$ cat config.mk
export PLATFORM = sky130hd
export DESIGN_NAME = bip_control
export DESIGN_NICKNAME = d
export VERILOG_FILES = /design/src/rtl/bip_control.sv
export SDC_FILE = /design/constraint.sdc
export NUM_CORES = 1
export LEC_CHECK = 0
export CAP_MARGIN = 20
export CORE_MARGIN = 5
export CORE_UTILIZATION = 27
export CTS_CLUSTER_DIAMETER = 80
export DETAILED_ROUTE_END_ITERATION = 10
export GPL_ROUTABILITY_DRIVEN = 0
export PLACE_DENSITY_LB_ADDON = 0.08
export SLEW_MARGIN = 20
export SYNTH_ARGS = -nofsm -noshare
export SYNTH_HDL_FRONTEND = slang
export SYNTH_SLANG_ARGS = --single-unit
export TNS_END_PERCENT = 30
$ cat constraint.sdc
create_clock -name clk -period 5.3 [get_ports clk]
set_input_delay 1.06 -clock clk [delete_from_list [all_inputs] [get_ports clk]]
set_output_delay 1.06 -clock clk [all_outputs]
set_load 0.05 [all_outputs]
$ cat src/rtl/bip_control.sv
// BIP control unit: fetches 16-bit instructions from a synchronous ROM, decodes them and
// drives the accumulator-datapath and data-RAM strobes from state + opcode.
module bip_control #(
  parameter int PC_WIDTH      = 11,
  parameter int OPCODE_WIDTH  = 5,
  parameter int OPERAND_WIDTH = 11,
  parameter int COUNT_WIDTH   = 16
) (
  input  logic                     clk,
  input  logic                     reset,
  input  logic                     Start,
  output logic [PC_WIDTH-1:0]      Instr_Addr,
  input  logic [15:0]              Instr_Data,
  output logic [OPERAND_WIDTH-1:0] Operand,
  output logic [1:0]               SelA,
  output logic                     SelB,
  output logic                     Op,
  output logic                     WrAcc,
  output logic                     WrRam,
  output logic                     RdRam,
  output logic                     Busy,
  output logic                     Halted,
  output logic [COUNT_WIDTH-1:0]   Clk_Count
);

  typedef enum logic [2:0] {
    S_IDLE   = 3'd0,
    S_FETCH  = 3'd1,
    S_DECODE = 3'd2,
    S_MEM    = 3'd3,
    S_HALT   = 3'd4
  } state_t;

  localparam logic [OPCODE_WIDTH-1:0] OP_HLT  = 5'b00000;
  localparam logic [OPCODE_WIDTH-1:0] OP_STO  = 5'b00001;
  localparam logic [OPCODE_WIDTH-1:0] OP_LD   = 5'b00010;
  localparam logic [OPCODE_WIDTH-1:0] OP_LDI  = 5'b00011;
  localparam logic [OPCODE_WIDTH-1:0] OP_ADD  = 5'b00100;
  localparam logic [OPCODE_WIDTH-1:0] OP_ADDI = 5'b00101;
  localparam logic [OPCODE_WIDTH-1:0] OP_SUB  = 5'b00110;
  localparam logic [OPCODE_WIDTH-1:0] OP_SUBI = 5'b00111;

  localparam logic [PC_WIDTH-1:0]    PC_ONE    = {{(PC_WIDTH-1){1'b0}}, 1'b1};
  localparam logic [COUNT_WIDTH-1:0] COUNT_ONE = {{(COUNT_WIDTH-1){1'b0}}, 1'b1};
  localparam logic [COUNT_WIDTH-1:0] COUNT_MAX = {COUNT_WIDTH{1'b1}};

  state_t                   state_q, state_d;
  logic [PC_WIDTH-1:0]      pc_q, pc_d;
  logic [15:0]              ir_q, ir_d;
  logic [COUNT_WIDTH-1:0]   cnt_q, cnt_d;

  logic [OPCODE_WIDTH-1:0]  opcode_s;
  logic [OPERAND_WIDTH-1:0] operand_s;
  logic                     busy_s;

  // In DECODE the ROM word is still on Instr_Data and has not yet reached IR.
  always_comb begin
    if (state_q == S_DECODE) begin
      opcode_s  = Instr_Data[15 -: OPCODE_WIDTH];
      operand_s = Instr_Data[OPERAND_WIDTH-1:0];
    end else begin
      opcode_s  = ir_q[15 -: OPCODE_WIDTH];
      operand_s = ir_q[OPERAND_WIDTH-1:0];
    end
  end

  assign busy_s = (state_q == S_FETCH) || (state_q == S_DECODE) || (state_q == S_MEM);

  always_comb begin
    state_d = state_q;
    pc_d    = pc_q;
    ir_d    = ir_q;
    cnt_d   = cnt_q;
    if (busy_s && (cnt_q != COUNT_MAX)) begin
      cnt_d = cnt_q + COUNT_ONE;
    end else begin
      cnt_d = cnt_q;
    end
    case (state_q)
      S_IDLE: begin
        if (Start) begin
          state_d = S_FETCH;
        end else begin
          state_d = S_IDLE;
        end
      end
      S_FETCH: state_d = S_DECODE;
      S_DECODE: begin
        ir_d = Instr_Data;
        case (opcode_s)
          OP_HLT:                state_d = S_HALT;
          OP_LD, OP_ADD, OP_SUB: state_d = S_MEM;
          default: begin
            pc_d    = pc_q + PC_ONE;
            state_d = S_FETCH;
          end
        endcase
      end
      S_MEM: begin
        pc_d    = pc_q + PC_ONE;
        state_d = S_FETCH;
      end
      S_HALT:  state_d = S_HALT;
      default: state_d = S_IDLE;
    endcase
  end

  always_ff @(posedge clk) begin
    if (reset) begin
      state_q <= S_IDLE;
      pc_q    <= '0;
      ir_q    <= 16'h0000;
      cnt_q   <= '0;
    end else begin
      state_q <= state_d;
      pc_q    <= pc_d;
      ir_q    <= ir_d;
      cnt_q   <= cnt_d;
    end
  end

  // Strobes are forced low while reset is high so a MEM-cycle accumulator write is dropped.
  always_comb begin
    SelA  = 2'd0;
    SelB  = 1'b0;
    Op    = 1'b0;
    WrAcc = 1'b0;
    WrRam = 1'b0;
    RdRam = 1'b0;
    if (!reset) begin
      case (state_q)
        S_DECODE: begin
          case (opcode_s)
            OP_STO: WrRam = 1'b1;
            OP_LDI: begin
              SelA  = 2'd1;
              WrAcc = 1'b1;
            end
            OP_ADDI, OP_SUBI: begin
              SelA  = 2'd2;
              SelB  = 1'b1;
              Op    = (opcode_s == OP_SUBI);
              WrAcc = 1'b1;
            end
            OP_LD, OP_ADD, OP_SUB: RdRam = 1'b1;
            default: WrAcc = 1'b0;
          endcase
        end
        S_MEM: begin
          case (opcode_s)
            OP_LD: WrAcc = 1'b1;
            OP_ADD, OP_SUB: begin
              SelA  = 2'd2;
              Op    = (opcode_s == OP_SUB);
              WrAcc = 1'b1;
            end
            default: WrAcc = 1'b0;
          endcase
        end
        default: WrAcc = 1'b0;
      endcase
    end else begin
      WrAcc = 1'b0;
    end
  end

  assign Instr_Addr = pc_q;
  assign Operand    = operand_s;
  assign Busy       = busy_s;
  assign Halted     = (state_q == S_HALT);
  assign Clk_Count  = cnt_q;

endmodule

## After elaboration in Yosys (flattened, before gate mapping)

Cells that the tools add are included.

| storage, ports and cells | value |
|---|---|
| flip-flop bits (word level) | 46 |
| output and inout port bits | 47 |
| input port bits | 19 |

| cells by class | value |
|---|---|
| equality and inequality tests | 13 |
| reduce and logical (&&, ||, !) cells | 12 |
| add/sub/neg operators | 2 |
| multiplexer cells | 27 |

Operator list:

| operator | number |
|---|---|
| $mux 11 | 2 |
| $pmux 11 s2 | 1 |
| $eq 5x3->1 const B | 4 |
| $add 16x1->16 const B | 1 |
| $ne 16x16->1 const B | 1 |
| $mux 1 | 15 |
| $pmux 3 s5 | 1 |
| $add 11x1->11 const B | 1 |
| $eq 5x2->1 const B | 2 |
| $pmux 2 s2 | 2 |
| $eq 3x2->1 const B | 2 |
| $pmux 3 s2 | 1 |
| $reduce_or 3->1 | 2 |
| $eq 5x1->1 const B | 1 |
| $logic_not 5->1 | 1 |
| $mux 5 | 1 |
| $mux 2 | 2 |
| $pmux 1 s2 | 2 |
| $reduce_or 2->1 | 2 |
| $reduce_or 4->1 | 1 |
| $eq 3x1->1 const B | 1 |
| $eq 3x3->1 const B | 1 |
| $logic_not 3->1 | 1 |
| $logic_or 1x1->1 | 2 |
| 4 further kinds | 4 |

## Logic depth before layout (Yosys ltp)

Gate-level depths: netlist (run 1).

| depth | value |
|---|---|
| depth in word-level cells | 7 |
| mapped depth | 6 |
| gate-level depth less buffers | 5 |

## Least setup slack after synthesis (run 1)

No wires, ideal clock.

| path | value |
|---|---|
| path kind | input to output |
| start | input reset |
| end | output SelA[0] |
| arrival time | 3217 ps |
| buffers on the path | 1 |
| stages | 4 |
| setup slack | 1023 ps |
| required time | 4240 ps |
| cells stage by stage | clkbuf_1 or3b_1 or3_1 nor3b_1 |

| on the way | value |
|---|---|
| cells in the longest elaborated chain, start to end | 1 |

RTL lines:

| item | line | RTL |
|---|---|---|
| start, declared | 10 | `input logic reset,` |
| $mux 2 | 130 | `if (!reset) begin` |
| end, declared | 15 | `output logic [1:0] SelA,` |

Every way passes these cells.

## Worst setup path after layout (run 1)

| path | value |
|---|---|
| start | input Instr_Data[14] |
| end | output RdRam |

| on the way | value |
|---|---|
| cells in the longest elaborated chain, start to end | 6 |
| elaborated cells on any way between the ends | 8 |
| those cells by class | 3 x eq/ne; 4 x mux; 1 x reduce/logical |

RTL lines:

| item | line | RTL |
|---|---|---|
| start, declared | 13 | `input logic [15:0] Instr_Data,` |
| $mux 5 * | 58 | `if (state_q == S_DECODE) begin` |
| $eq 5x3->1 or $eq 5x2->1 (tied branches) | 133 | `case (opcode_s)` |
| $reduce_or 3->1 (no line) * | -- |  |
| $mux 1 * | 133 |  |
| $mux 1 * | 131 | `case (state_q)` |
| $mux 1 * | 130 |  |
| end, declared | 20 | `output logic RdRam,` |

Every way passes the cells marked *; elsewhere a longest branch is shown, timed or not.

==> results of run 1 <==
[worst paths after layout]
path / startpoint / end / slack, ps / depth (start not counted)
max: Instr_Data[14] / RdRam / 1050 / 4
max reg2reg: Clk_Count[0]$_SDFFE_PP0P_ / Clk_Count[0]$_SDFFE_PP0P_ / 3090 / 5
min: Instr_Addr[10]$_SDFFE_PP0P_ / Instr_Addr[10]$_SDFFE_PP0P_ / 490 / 2
min reg2reg: Instr_Addr[10]$_SDFFE_PP0P_ / Instr_Addr[10]$_SDFFE_PP0P_ / 490 / 2
[layout by cell type, fill, tap and decap left out, types with 2 or more instances in the layout]
| master | netlist | routed |
|---|---|---|
| sky130_fd_sc_hd__buf_4 | 3 | 2 |
| sky130_fd_sc_hd__a21boi_0 | 2 | 2 |
| sky130_fd_sc_hd__nor2b_1 | 21 | 21 |
| sky130_fd_sc_hd__clkbuf_8 | 0 | 5 |
| sky130_fd_sc_hd__ha_1 | 2 | 2 |
| sky130_fd_sc_hd__inv_1 | 5 | 5 |
| sky130_fd_sc_hd__and2_1 | 3 | 3 |
| sky130_fd_sc_hd__clkbuf_1 | 5 | 2 |
| sky130_fd_sc_hd__mux2i_1 | 7 | 7 |
| sky130_fd_sc_hd__mux2_2 | 19 | 19 |
| sky130_fd_sc_hd__nand2b_1 | 5 | 5 |
| sky130_fd_sc_hd__or3_1 | 8 | 8 |
| sky130_fd_sc_hd__nor2_1 | 23 | 23 |
| sky130_fd_sc_hd__xnor2_1 | 2 | 2 |
| sky130_fd_sc_hd__nand4_1 | 8 | 8 |
| sky130_fd_sc_hd__xor2_1 | 2 | 2 |
| sky130_fd_sc_hd__a21oi_1 | 18 | 18 |
| sky130_fd_sc_hd__o31ai_1 | 5 | 5 |
| sky130_fd_sc_hd__nand2_1 | 6 | 6 |
| sky130_fd_sc_hd__clkdlybuf4s50_1 | 0 | 64 |
| sky130_fd_sc_hd__and4_1 | 2 | 2 |
| sky130_fd_sc_hd__dfxtp_1 | 46 | 46 |
| sky130_fd_sc_hd__nand3_1 | 8 | 8 |
| sky130_fd_sc_hd__or4_1 | 7 | 7 |
| sky130_fd_sc_hd__o21ai_0 | 11 | 11 |
| sky130_fd_sc_hd__nor3b_1 | 4 | 3 |
| sky130_fd_sc_hd__nor3_1 | 6 | 6 |
[critical path, delay by kind of cell]
kind | cells | cell delay (ps)
buf+inv | 2 | 1320
simple gates | 2 | 810
[per-layer routing]
| metal | part of all wire (%) | GRT usage [%] |
|---|---|---|
| met5 | 0 | 0 |
| met4 | 1.5 | 4.24 |
| met3 | 7.3 | 3.82 |
| met2 | 45 | 17.6 |
| met1 | 46 | 13.5 |
[kinds of logic after synthesis]
kind of cell	after synthesis
buffers and inverters	16
xor gates and xnor gates	4
DFF	46
AOI/OAI and AO/OA	42
and+or+nand+nor	113
adders and majority gates	2
muxes	26
[registers in the layout, indices dropped and copies added, names as in the netlist]
| name | count |
|---|---|
| ir_q | 16 |
| Clk_Count | 16 |
| Instr_Addr | 11 |
| state_q | 3 |
[power by group]
group / total (mW) / internal [mW] / switching (mW)
Combinational: 0.119 / 0.0495 / 0.0693
Clock: 0.204 / 0.0911 / 0.112
Sequential: 0.363 / 0.354 / 0.00874
[area by class of cell]
type                       count  area [um2]
timing repair buffer          67         661
sequential                    46         921
inverter                       5        18.8
clock buffer                   7        76.3
fill                         826        5110
multi-input combinational    187        1300
tap                          105         131
[metrics by stage]
stage	setup slack [ps]	util (%)	instances	instance area (um2)	power [mW]
after global placement	1040	36.9	410	3030	0.491
final	1050	37.8	417	3110	0.685
after detailed placement	1020	36.9	410	3030	0.491
after global routing	965	37.8	417	3110	0.725
after CTS	1020	37.8	417	3110	0.700
after floorplan	1020	-	249	2290	0.448
==> key figures, run 1 <==
Synth
  • Share of flip-flops with an asynchronous set or reset after synthesis: 0%
  • Xor-xnor portion of the synthesized cell area: 1.53%
  • Ranking of synthesized cells by instance count: sky130_fd_sc_hd__dfxtp_1, sky130_fd_sc_hd__nor2_1, sky130_fd_sc_hd__nor2b_1
  • Fraction of the mapped netlist area in adder cells: 1.09%
  • Syn nets: 270
  • Most instantiated flip-flop cell in the synthesis netlist: sky130_fd_sc_hd__dfxtp_1
  • Largest cells by area after synthesis: sky130_fd_sc_hd__dfxtp_1, sky130_fd_sc_hd__mux2_2, sky130_fd_sc_hd__nor2b_1, sky130_fd_sc_hd__a21oi_1, sky130_fd_sc_hd__nor2_1
  • Multiplexer fraction of the synthesized cell area: 12.4%
  • Flops & latches, synth: 46
  • Dominant combinational cell family by area after synthesis: simple AND/OR/NAND/NOR gates
  • Number of synthesized flops with an enable pin: 0
  • Yosys warnings: 0
  • Simple-gate area share of the yosys netlist: 30.1%
  • Cell count after synthesis: 249
  • Cell type contributing the most total cell area after synthesis: sky130_fd_sc_hd__dfxtp_1
  • Avg Cell Area, Syn: 9.19 um2
  • Most frequent cell after synthesis: sky130_fd_sc_hd__dfxtp_1
  • Area fraction in compound gates after synthesis: 11.4%
  • Post-Synthesis Cell Area: 2290 um2
  • Number of distinct library cells after synthesis: 45
  • Area share of the leading cell type in the synthesized netlist: 40.3%
  • Sequential area share after synthesis: 40.3%

Route
  • WL per Instance: 13.3 um
  • Routed Antenna Nets: 0
  • Via-to-Cell Ratio: 4.90
  • Initial DRT Pass Iterations: 4
  • Number of DRC violations after detailed-routing iteration 0: 78
  • Via count of the routed design: 2,045
  • Number of remaining DRC errors: 0
  • Final wirelength: 5530 um

Power
  • Power density over the cells: 221 nW/um2
  • LEAKAGE: 1.04 nW
  • Maximum ir drop on the vdd rail: 0.126 mV

Critical path
  • Critical setup path kind: in -> out
  • Worst setup EP type: output port
  • Data arrival, critical path: 3190 ps
  • Worst path cell trace: clkdlybuf4s50_1, or4_1, nor3_1, clkdlybuf4s50_1
  • Longest individual stage delay on the worst path: 830 ps
  • Slowest-stage cell, CP: sky130_fd_sc_hd__clkdlybuf4s50_1
  • Type of origin of the critical path: primary input
  • Critical path fanouts, max: 6
  • Most prevalent standard cell on the critical path: sky130_fd_sc_hd__clkdlybuf4s50_1
  • WP data required: 4240 ps

Timing
  • Maximum clock frequency: 235 MHz
  • Setup tns final: 0 ps
  • Period Utilization, post-route: 80.3%
  • Clock skew after layout: 5.86 ps
  • Hold slack final: 490 ps
  • Final number of hold-violating endpoints: 0
  • Number of endpoints failing setup at the final stage: 0
  • Count of final max-slew check failures: 0
  • Slew headroom: 62.0%
  • Crit path time final: 4250 ps
  • Tightest Pin Transition: 570 ps
  • Unrepaired setup endpoints after global routing: false

Layout
  • Area growth from synthesis to final layout: 35.8%
  • Share of final-layout standard cells stronger than drive strength 1: 12.2%
  • # diodes: 0
  • Net total in the final layout: 333

Clock tree
  • Number of CTS-inserted buffers: 5
  • Hold Buf Count CTS: 0
  • Post-CTS setup buffer count: 0
  • CTS Sinks: 46
  • Cell at the root of the clock tree: sky130_fd_sc_hd__clkbuf_8
  • Maximum count of clock buffers along a single path: 2
  • Clock latency on the worst-skew pair: 290 ps
  • Clock Pin Slew Worst Setup and Hold Paths: 80 ps
  • Maximum level of the CTS H-tree: 2
  • Clock tree from TritonCTS: done
  • Number of gates resized after cts: 0

Global route
  • Global-route wire length before repair: 9150 um
  • Total global-route track usage: 10.9%
  • Number of antenna violations at the first check in global routing: 0
  • Remaining Overflow, GRT: 0
  • Largest net degree at the start of global routing: 54
  • Via count of the first global-routing pass: 1,949

Placement
  • Detailed placer's ending HPWL: 3920 um
  • Count of input and output buffers: 65

Flow run
  • Max Cap Violations: 0

Min path
  • Worst min-delay path class: reg -> reg

Die
  • Die ar.: 10,400 um2
  • Die span in y: 102 um
  • Number of primary I/O pins: 66
  • Width of the chip: 102 um
  • Core Footprint: 8220 um2
  • Total number of placement rows: 33
  • Initial core utilization: 27.8%

Run status
  • Run status: finished, final reports clean
(Power assumes the default switching activity.)
==> inputs of run 2 (changes only) <==
==> constraint.sdc (replaced) <==
create_clock -name clk -period 4.3 [get_ports clk]
set_input_delay 0.86 -clock clk [delete_from_list [all_inputs] [get_ports clk]]
set_output_delay 0.86 -clock clk [all_outputs]
set_load 0.05 [all_outputs]
==> run 2 against run 1 <==
Count of clock-buffer cells in the layout unchanged; non-clock buffer count is the same; power increased by 33%.
==> key figures, run 2 (same netlist as run 1, synthesis figures left out) <==
Clock tree
  • CTS Sinks: 46 (unchanged)
  • Maximum level of the CTS H-tree: 2 (unchanged)
  • Clock tree from TritonCTS: done (unchanged)
  • Post-CTS setup buffer count: 0 (unchanged)
  • Clock Pin Slew Worst Setup and Hold Paths: 80 ps (about the same)
  • Hold Buf Count CTS: 0 (unchanged)
  • Number of CTS-inserted buffers: 5 (unchanged)
  • Maximum count of clock buffers along a single path: 2 (unchanged)
  • Cell at the root of the clock tree: sky130_fd_sc_hd__clkbuf_8 (unchanged)
  • Clock latency on the worst-skew pair: 300 ps (was 290 ps)
  • Number of gates resized after cts: 0 (unchanged)

Layout
  • Net total in the final layout: 333 (unchanged)
  • # diodes: 0 (unchanged)
  • Area growth from synthesis to final layout: 36.8% (was 35.8%)
  • Commonest cells after routing, fill and taps aside: sky130_fd_sc_hd__clkdlybuf4s50_1, sky130_fd_sc_hd__dfxtp_1, sky130_fd_sc_hd__nor2_1 (unchanged)
  • Most common library cell in the layout ignoring fill and taps: sky130_fd_sc_hd__clkdlybuf4s50_1 (unchanged)
  • Share of final-layout standard cells stronger than drive strength 1: 13.4% (was 12.2%)

Timing
  • Period Utilization, post-route: 90.1%
  • Clock skew after layout: 4.86 ps (was 5.86 ps)
  • Count of final max-slew check failures: 0 (unchanged)
  • Unrepaired setup endpoints after global routing: false (unchanged)
  • Setup tns final: 0 ps (unchanged)
  • Worst setup slack after layout: 427 ps (was 1050 ps)
  • Tightest Pin Transition: 548 ps (was 570 ps)
  • Hold slack final: 492 ps (was 490 ps)
  • Slew headroom: 63.2% (was 62.0%)
  • Number of endpoints failing setup at the final stage: 0 (unchanged)
  • Final number of hold-violating endpoints: 0 (unchanged)
  • Crit path time final: 3870 ps
  • Maximum clock frequency: 258 MHz

Critical path
  • Number of buffer and inverter instances along the worst setup path: 2 (unchanged)
  • Worst setup EP type: output port (unchanged)
  • Most prevalent standard cell on the critical path: sky130_fd_sc_hd__clkdlybuf4s50_1 (unchanged)
  • Startpoint of the most critical setup path: Instr_Data[11] (was Instr_Data[14])
  • Critical setup path kind: in -> out (unchanged)
  • Data arrival, critical path: 3010 ps (was 3190 ps)
  • WP data required: 3440 ps (was 4240 ps)
  • Crit-path leading delay family: buffers and inverters (unchanged)
  • Critical path fanouts, max: 6 (unchanged)
  • Longest individual stage delay on the worst path: 830 ps (about the same)
  • Slowest-stage cell, CP: sky130_fd_sc_hd__clkdlybuf4s50_1 (unchanged)
  • Worst path cell trace: clkdlybuf4s50_1, or4_1, nor3_1, clkdlybuf4s50_1 (unchanged)
  • Type of origin of the critical path: primary input (unchanged)
  • Worst R2R Start: Clk_Count[0]$_SDFFE_PP0P_ (unchanged)

Route
  • Number of DRC violations after detailed-routing iteration 0: 62 (was 78)
  • Via-to-Cell Ratio: 4.86 (was 4.90)
  • Number of remaining DRC errors: 0 (unchanged)
  • Final wirelength: 5570 um (was 5530 um)
  • Routed Antenna Nets: 0 (unchanged)
  • Via count of the routed design: 2,031 (was 2,045)
  • WL per Instance: 13.3 um (about the same)
  • Initial DRT Pass Iterations: 4 (unchanged)

Min path
  • Worst min-delay path class: reg -> reg (unchanged)
  • Start point of the worst hold path: Instr_Addr[10]$_SDFFE_PP0P_ (unchanged)

Die
  • Die ar.: 10,400 um2 (unchanged)
  • Width of the chip: 102 um (unchanged)
  • Total number of placement rows: 33 (unchanged)
  • Die span in y: 102 um (unchanged)
  • Number of primary I/O pins: 66 (unchanged)
  • Initial core utilization: 27.8% (unchanged)
  • Core Footprint: 8220 um2 (unchanged)

Placement
  • Post-Place Worst Slack: 424 ps (was 1020 ps)
  • Detailed placer's ending HPWL: 3930 um (was 3920 um)
  • Count of input and output buffers: 65 (unchanged)

Power
  • Maximum ir drop on the vdd rail: 0.109 mV (was 0.126 mV)
  • LEAKAGE: 1.07 nW (was 1.04 nW)
  • Power density over the cells: 291 nW/um2 (was 221 nW/um2)

Run status
  • Run status: finished, final reports clean (unchanged)

Global route
  • Largest net degree at the start of global routing: 54 (unchanged)
  • Total global-route track usage: 11.1% (was 10.9%)
  • Global-route wire length before repair: 9290 um (was 9150 um)
  • Number of antenna violations at the first check in global routing: 0 (unchanged)
  • Via count of the first global-routing pass: 1,936 (was 1,949)
  • Remaining Overflow, GRT: 0 (unchanged)

Flow run
  • Max Cap Violations: 0 (unchanged)
run 2: changes by cell type in the layout (fill, tap and decap cells not counted), sizes merged:
cell           previous run  this run
bufinv                    0         1
buf                       3         6
clkdlybuf4s50            64        61
run 2: tightest hold or removal path, delay by kind of cell (launching register included):
family          cells  cell delay (ps)
flops               1              320
compound gates      2              130
run 2: power breakdown:
part | switching [mW] | internal (mW) | total, mW | leakage [nW]
Clock | 0.143 | 0.174 | 0.317 | 0.0524
Combinational | 0.0851 | 0.0609 | 0.146 | 0.641
Sequential | 0.0109 | 0.436 | 0.447 | 0.372
run 2: worst paths after layout:
path	endpoint	cells after the start	slack (ps)
max	RdRam	4	430
min	Instr_Addr[10]$_SDFFE_PP0P_	2	490
max reg2reg	Clk_Count[0]$_SDFFE_PP0P_	5	2120
min reg2reg	Instr_Addr[10]$_SDFFE_PP0P_	2	490
run 2: layer usage:
metal | vias up | track usage, % | share of wire, %
met5 | - | 0 | 0
met4 | 0 | 3.63 | 1.3
met3 | 5 | 4.64 | 7.8
met2 | 49 | 17.2 | 45
met1 | 950 | 14.0 | 46
li1 | 1027 | - | -
run 2: area by class of cell:
type / instances / area, um2
Timing Repair Buffer: 67 / 653
Clock inverter: 1 / 30.0
Tap cell: 105 / 131
Inverter: 5 / 18.8
Clock buffer: 7 / 76.3
Multi-Input combinational cell: 187 / 1300
Fill cell: 846 / 5090
Sequential cell: 46 / 921
run 2: metrics by stage:
| stage | area (um2) | instances | utilization, % | power [mW] |
|---|---|---|---|---|
| finish | 3130 | 418 | 38.1 | 0.910 |
| global route | 3130 | 418 | 38.1 | 0.959 |
| CTS | 3130 | 418 | 38.1 | 0.933 |
| detailed placement | 3020 | 410 | 36.8 | 0.605 |
| global placement | 3020 | 410 | 36.8 | 0.605 |
| floorplan | 2290 | 249 | - | 0.553 |
